`src/rtl/reg_file_mp_if.sv`:
```
// Bus bundle for the multi-port register file: read ports, two write ports
// and the pending-scoreboard controls. The pipeline is master, the file is slave.
interface reg_file_mp_if #(
    parameter int DATA_W = 16,
    parameter int ADDR_W = 3,
    parameter int N_RD   = 2
);
    logic [N_RD*ADDR_W-1:0]  rd_addr;
    logic [N_RD*DATA_W-1:0]  rd_data;
    logic [N_RD-1:0]         rd_busy;
    logic                    wr0_en;
    logic [ADDR_W-1:0]       wr0_addr;
    logic [DATA_W-1:0]       wr0_data;
    logic                    wr1_en;
    logic [ADDR_W-1:0]       wr1_addr;
    logic [DATA_W-1:0]       wr1_data;
    logic                    pend_set;
    logic [ADDR_W-1:0]       pend_addr;
    logic                    flush;
    logic [(2**ADDR_W)-1:0]  pend_vec;

    modport master (
        output rd_addr, wr0_en, wr0_addr, wr0_data, wr1_en, wr1_addr, wr1_data,
               pend_set, pend_addr, flush,
        input  rd_data, rd_busy, pend_vec
    );

    modport slave (
        input  rd_addr, wr0_en, wr0_addr, wr0_data, wr1_en, wr1_addr, wr1_data,
               pend_set, pend_addr, flush,
        output rd_data, rd_busy, pend_vec
    );
endinterface

```
`src/rtl/reg_file_mp.sv`:
```
// Parametrised register file with N_RD combinational read ports, two write
// ports (port 0 wins on collision), optional write-to-read bypass and a pending scoreboard.
module reg_file_mp #(
    parameter int DATA_W = 16,
    parameter int ADDR_W = 3,
    parameter int N_RD   = 2,
    parameter bit BYPASS = 1'b1
) (
    input  logic          clk,
    input  logic          rst_n,
    reg_file_mp_if.slave  bus
);
    localparam int DEPTH = 2**ADDR_W;

    logic [DATA_W-1:0] mem_r [DEPTH];
    logic [DEPTH-1:0]  pend_r;
    logic [DEPTH-1:0]  pend_nxt_s;
    logic [DEPTH-1:0]  clr_mask_s;
    logic [DEPTH-1:0]  set_mask_s;
    logic [DEPTH-1:0]  one_s;

    assign one_s = {{(DEPTH-1){1'b0}}, 1'b1};

    // Register storage; port 0 is applied last so it wins an address collision
    always_ff @(posedge clk or negedge rst_n) begin
        if (!rst_n) begin
            for (int k = 0; k < DEPTH; k++) begin
                mem_r[k] <= '0;
            end
        end else begin
            if (bus.wr1_en) begin
                mem_r[bus.wr1_addr] <= bus.wr1_data;
            end
            if (bus.wr0_en) begin
                mem_r[bus.wr0_addr] <= bus.wr0_data;
            end
        end
    end

    // Scoreboard next state: flush dominates, then set beats a port-0 clear
    always_comb begin
        clr_mask_s = '0;
        set_mask_s = '0;
        pend_nxt_s = pend_r;
        if (bus.wr0_en) begin
            clr_mask_s = one_s << bus.wr0_addr;
        end else begin
            clr_mask_s = '0;
        end
        if (bus.pend_set) begin
            set_mask_s = one_s << bus.pend_addr;
        end else begin
            set_mask_s = '0;
        end
        if (bus.flush) begin
            pend_nxt_s = '0;
        end else begin
            pend_nxt_s = (pend_r & ~clr_mask_s) | set_mask_s;
        end
    end

    // Pending bits register
    always_ff @(posedge clk or negedge rst_n) begin
        if (!rst_n) begin
            pend_r <= '0;
        end else begin
            pend_r <= pend_nxt_s;
        end
    end

    assign bus.pend_vec = pend_r;

    for (genvar i = 0; i < N_RD; i++) begin : g_rd
        logic [ADDR_W-1:0] ra_s;
        logic [DATA_W-1:0] val_s;
        logic              busy_s;

        assign ra_s = bus.rd_addr[i*ADDR_W +: ADDR_W];

        // Read mux: reset forces zero, then port 0 bypass, port 1 bypass, storage
        always_comb begin
            val_s  = mem_r[ra_s];
            busy_s = pend_r[ra_s];
            if (!rst_n) begin
                val_s  = '0;
                busy_s = 1'b0;
            end else if (BYPASS && bus.wr0_en && (bus.wr0_addr == ra_s)) begin
                val_s  = bus.wr0_data;
                busy_s = 1'b0;
            end else if (BYPASS && bus.wr1_en && (bus.wr1_addr == ra_s)) begin
                val_s  = bus.wr1_data;
                busy_s = pend_r[ra_s];
            end else begin
                val_s  = mem_r[ra_s];
                busy_s = pend_r[ra_s];
            end
        end

        assign bus.rd_data[i*DATA_W +: DATA_W] = val_s;
        assign bus.rd_busy[i]                  = busy_s;
    end
endmodule

```
`src/flat_wrapper.sv`:
```
// flat-port wrapper written by rule: the top's interface ports become plain ports
module reg_file_mp_flat 
#(
    parameter int DATA_W = 16,
    parameter int ADDR_W = 3,
    parameter int N_RD   = 2,
    parameter bit BYPASS = 1'b1
)
  (clk, rst_n, bus_rd_addr, bus_wr0_en, bus_wr0_addr, bus_wr0_data, bus_wr1_en, bus_wr1_addr, bus_wr1_data, bus_pend_set, bus_pend_addr, bus_flush, bus_rd_data, bus_rd_busy, bus_pend_vec);
  reg_file_mp_if #(.DATA_W(DATA_W), .ADDR_W(ADDR_W), .N_RD(N_RD)) bus_i ();
  input  logic clk;
  input  logic rst_n;
  input wire logic [$bits(bus_i.rd_addr)-1:0] bus_rd_addr;
  input wire logic [$bits(bus_i.wr0_en)-1:0] bus_wr0_en;
  input wire logic [$bits(bus_i.wr0_addr)-1:0] bus_wr0_addr;
  input wire logic [$bits(bus_i.wr0_data)-1:0] bus_wr0_data;
  input wire logic [$bits(bus_i.wr1_en)-1:0] bus_wr1_en;
  input wire logic [$bits(bus_i.wr1_addr)-1:0] bus_wr1_addr;
  input wire logic [$bits(bus_i.wr1_data)-1:0] bus_wr1_data;
  input wire logic [$bits(bus_i.pend_set)-1:0] bus_pend_set;
  input wire logic [$bits(bus_i.pend_addr)-1:0] bus_pend_addr;
  input wire logic [$bits(bus_i.flush)-1:0] bus_flush;
  output wire logic [$bits(bus_i.rd_data)-1:0] bus_rd_data;
  output wire logic [$bits(bus_i.rd_busy)-1:0] bus_rd_busy;
  output wire logic [$bits(bus_i.pend_vec)-1:0] bus_pend_vec;
  assign bus_i.rd_addr = bus_rd_addr;
  assign bus_i.wr0_en = bus_wr0_en;
  assign bus_i.wr0_addr = bus_wr0_addr;
  assign bus_i.wr0_data = bus_wr0_data;
  assign bus_i.wr1_en = bus_wr1_en;
  assign bus_i.wr1_addr = bus_wr1_addr;
  assign bus_i.wr1_data = bus_wr1_data;
  assign bus_i.pend_set = bus_pend_set;
  assign bus_i.pend_addr = bus_pend_addr;
  assign bus_i.flush = bus_flush;
  assign bus_rd_data = bus_i.rd_data;
  assign bus_rd_busy = bus_i.rd_busy;
  assign bus_pend_vec = bus_i.pend_vec;
  reg_file_mp #(.DATA_W(DATA_W), .ADDR_W(ADDR_W), .N_RD(N_RD), .BYPASS(BYPASS)) u_core (.clk(clk), .rst_n(rst_n), .bus(bus_i));
endmodule
```
`config.mk`:
```
export PLATFORM = sky130hd
export DESIGN_NAME = reg_file_mp_flat
export DESIGN_NICKNAME = d
export VERILOG_FILES = /design/src/rtl/reg_file_mp_if.sv /design/src/rtl/reg_file_mp.sv /design/src/flat_wrapper.sv
export SDC_FILE = /design/constraint.sdc
export NUM_CORES = 1
export LEC_CHECK = 0
export ABC_AREA = 0
export BUFFER_PORTS_ARGS = -buffer_cell sky130_fd_sc_hd__clkbuf_2
export CORE_ASPECT_RATIO = 1.75
export CORE_MARGIN = 3
export CORE_UTILIZATION = 35
export DETAILED_ROUTE_END_ITERATION = 10
export GPL_TIMING_DRIVEN = 0
export HOLD_SLACK_MARGIN = 0.08
export PLACE_DENSITY = 0.55
export RECOVER_POWER = 50
export SLEW_MARGIN = 5
export SYNTH_ARGS = -nofsm -noshare
export SYNTH_HDL_FRONTEND = slang
export SYNTH_SLANG_ARGS = --single-unit
```
`constraint.sdc`:
```
create_clock -name clk -period 4.45 [get_ports clk]
set_clock_uncertainty 0.05 [all_clocks]
set_input_delay 0.89 -clock clk [delete_from_list [all_inputs] [get_ports clk]]
set_output_delay 0.89 -clock clk [all_outputs]
set_load 0.005 [all_outputs]
```
==> out/qor.log <==
qor: timing.timing.final.max_slew_violations 0
qor: layout.layout.cells.most_common_list mux2i_1, dfrtp_1, nand2_1
qor: power.p_per_area 387 nW/um2
qor: layout.layout.core_utilization 40.6%
qor: logic_synthesis.synth_warnings 0
qor: clock_tree.tritoncts yes
qor: logic_synthesis.yosys_register_bits 136
qor: logic_synthesis.yosysSeqAreaShare 35.4%
qor: floorplan.die_x 131 um
qor: logic_synthesis.yosysUniqueCellTypes 32
qor: clock_tree.cts.reportedPaths.clkPinSlew 60 ps
qor: route.drt-wirelength-per-cell 25.1 um
qor: route.detail_route.iter0.violations 817
qor: placement.gp_congestion 0.901
qor: route.first_pass_iteration_count_of_the_detailed_router 5
qor: route.remaining_drc_errors 0
qor: layout.num-fill-cells 2,703
qor: critical_path.critical_path.n_buffers_inverters 4
qor: timing.fmaxAchievable 257 MHz
qor: grt.first_global_vias 8,586
qor: power.pwr-share-comb 27.3%
qor: clock_tree.post_cts_buffers 0
qor: critical_path.startpoint_type input port
qor: route.vias 8,454
qor: timing.maxSlewHeadroom 9.60%
qor: critical_path.cp.required 3510 ps
qor: critical_path.setup.worst_path.end_class output port
qor: power.p_total 4.22 mW
qor: route.ant_nets 0
qor: placement.io_buffers 51
qor: critical_path.critPathTopFamily buffers and inverters
qor: route.avgViaCountPerCell 5.81
qor: power.net-switching-power 1.36 mW
qor: run_status.run_status finished, final reports clean
qor: timing.worstMarginPinSlew 1350 ps
qor: timing.timing.hold.ws 346 ps
qor: layout.final_nets 1,130
qor: clock_tree.clock_tree.buffer_depth 2
qor: floorplan.die_height 225 um
qor: critical_path.worst_path_largest_cell_delay 570 ps
qor: logic_synthesis.synthesis.area 9610 um2
qor: placement.post-dp-hpwl 25,700 um
qor: clock_tree.tritoncts_num_sinks 136
qor: timing.timing.final.crit_period 3890 ps
qor: logic_synthesis.post_synth.cell_area_avg 9.55 um2
qor: grt.antenna_found_initial 1
qor: critical_path.worstSetupPathType in2out
qor: critical_path.critical-path-slowest-cell clkbuf_1
qor: timing.fin_worst_setup_slack 562 ps
qor: power.pwr-share-seq 40.3%
qor: timing.hold_violation_count_in_the_final_report 0
qor: critical_path.path_cells clkbuf_2 > nor2b_1 > clkbuf_1 > clkbuf_1 > a22oi_1 > nand3_1 > a31oi_1 > clkbuf_2
qor: timing.report.final.setup_viol 0
qor: clock_tree.cts-root-buf clkbuf_16
qor: power.share_clk_of_total_power 32.3%
qor: floorplan.die_area 29,600 um2
qor: grt.grt_pass1_wl 54,200 um
qor: layout.layout-drive-gt1-share 17.6%
qor: layout.final_common_cell mux2i_1
qor: floorplan.floorplan.initialDensity 35.9%
qor: floorplan.rows 79
qor: hold_path.hp-class in2async
qor: critical_path.worstPathArrival 2950 ps
qor: clock_tree.post_cts.resized_instances 0
qor: clock_tree.cts_buffer_count 17
qor: logic_synthesis.syn_inst 1,006
qor: clock_tree.clk-insertion-delay-late 440 ps
qor: power.switching_share 32.3%
qor: route.drt_wl_total 36,500 um
qor: power.cell_int_power 2.85 mW
qor: timing.layout_worst_path_cycle_share 87.4%
qor: placement.place_worst_setup_slack 670 ps
qor: clock_tree.hold_buffers 0
qor: grt.grt.overflow.total 0
qor: power.worst_ir_drop_vdd 0.283 mV
qor: clock_tree.h-tree-depth 4
qor: critical_path.worstPathMaxFanout 10
qor: grt.grt_max_degree 98
qor: job.max_cap_violations 0
qor: floorplan.fp.coreArea 26,800 um2
qor: power.power.static_leakage 4.73 nW
qor: floorplan.ios 95
qor: logic_synthesis.synth.net_count 1,059
qor: timing.setup_repair_after_global_routing_missed_its_margin no
qor: layout.syn_to_final_growth 13.3%
qor: grt.grtUsageTotal 24.4%
[cell usage after synthesis, drive strengths merged]
cell type | count | area share, %
mux2i | 194 | 20
dfrtp | 136 | 35
nand2 | 104 | 4.1
o21ai | 96 | 5.2
buf | 81 | 5.9
nor2 | 72 | 2.8
a21oi | 69 | 3.6
clkbuf | 40 | 1.6
nand2b | 38 | 2.6
mux4 | 36 | 8.4
nand3 | 33 | 1.7
a22oi | 32 | 2.5
a31oi | 32 | 2.1
xnor2 | 12 | 1.1
nand4 | 7 | 0.52
nand4b | 6 | 0.55
nor2b | 5 | 0.33
nor3 | 4 | 0.49
nor3b | 4 | 0.52
a32oi | 3 | 0.27
and4 | 2 | 0.18
[registers in the layout, indices dropped and copies added, names as in the netlist]
| name | cells |
|---|---|
| u_core.bus.pend_vec | 8 |
| u_core.mem_r | 128 |
[cell families after synthesis]
| family | count (synthesis) | share of synthesized area, % |
|---|---|---|
| AND/OR/NAND/NOR | 275 | 13.8 |
| AO/OA/AOI/OAI | 232 | 13.6 |
| flip-flops | 136 | 35.4 |
| multiplexers | 230 | 28.6 |
| buffers and inverters | 121 | 7.42 |
| XOR/XNOR | 12 | 1.09 |
[routing by layer]
metal  up-vias  global-route usage (%)  share of wire, %  wire length (um)
met1      4200                    28.7                39             14100
met3       103                    3.57               4.7              1730
met5         -                       0                 0                 0
li1       3769                       -                 -                 -
met4         0                    16.0               6.7              2440
met2       382                    41.7                50             18200
[power groups by stage]
stage	clock network, mW	registers (mW)	logic [mW]
2_1_floorplan	0	1.65	0.817
4_1_cts	1.38	1.70	1.15
3_5_place_dp	0	1.72	1.15
6_report	1.36	1.70	1.15
5_1_grt	1.43	1.74	1.25
3_3_place_gp	0	1.70	1.12
[final timing paths]
check / from / end / slack, ps / cells after the start
setup / recovery: bus_rd_addr[1] / bus_rd_data[13] / 560 / 8
hold / removal: rst_n / u_core.mem_r[82]$_DFF_PN0_ / 350 / 1
setup reg to reg: u_core.mem_r[96]$_DFF_PN0_ / u_core.mem_r[96]$_DFF_PN0_ / 3590 / 2
hold reg to reg: u_core.mem_r[126]$_DFF_PN0_ / u_core.mem_r[126]$_DFF_PN0_ / 520 / 2
max in group asynchronous: rst_n / u_core.mem_r[33]$_DFF_PN0_ / 3120 / 2
min in group clk: u_core.mem_r[126]$_DFF_PN0_ / u_core.mem_r[126]$_DFF_PN0_ / 520 / 2
[area by class of cell]
cell class	count	area, um2	area share, %
Clock buffer	23	478	4.39
Antenna cell	1	2.50	0.0230
Sequential cell	136	3400	31.3
Multi-Input combinational cell	749	5480	50.3
Clock inverter	9	73.8	0.678
Timing Repair Buffer	52	288	2.64
Tap cell	364	455	4.18
Buffer	121	709	6.52
[per-stage QoR]
stage	std cells	setup TNS, ps	cell area, um2
4_1_cts	1454	0	10900
6_report	1455	0	10900
2_1_floorplan	1006	0	9610
3_5_place_dp	1422	0	10400
3_3_place_gp	1421	-71260	10300
5_1_grt	1454	0	10900
Power figures use the tool's default switching activity.
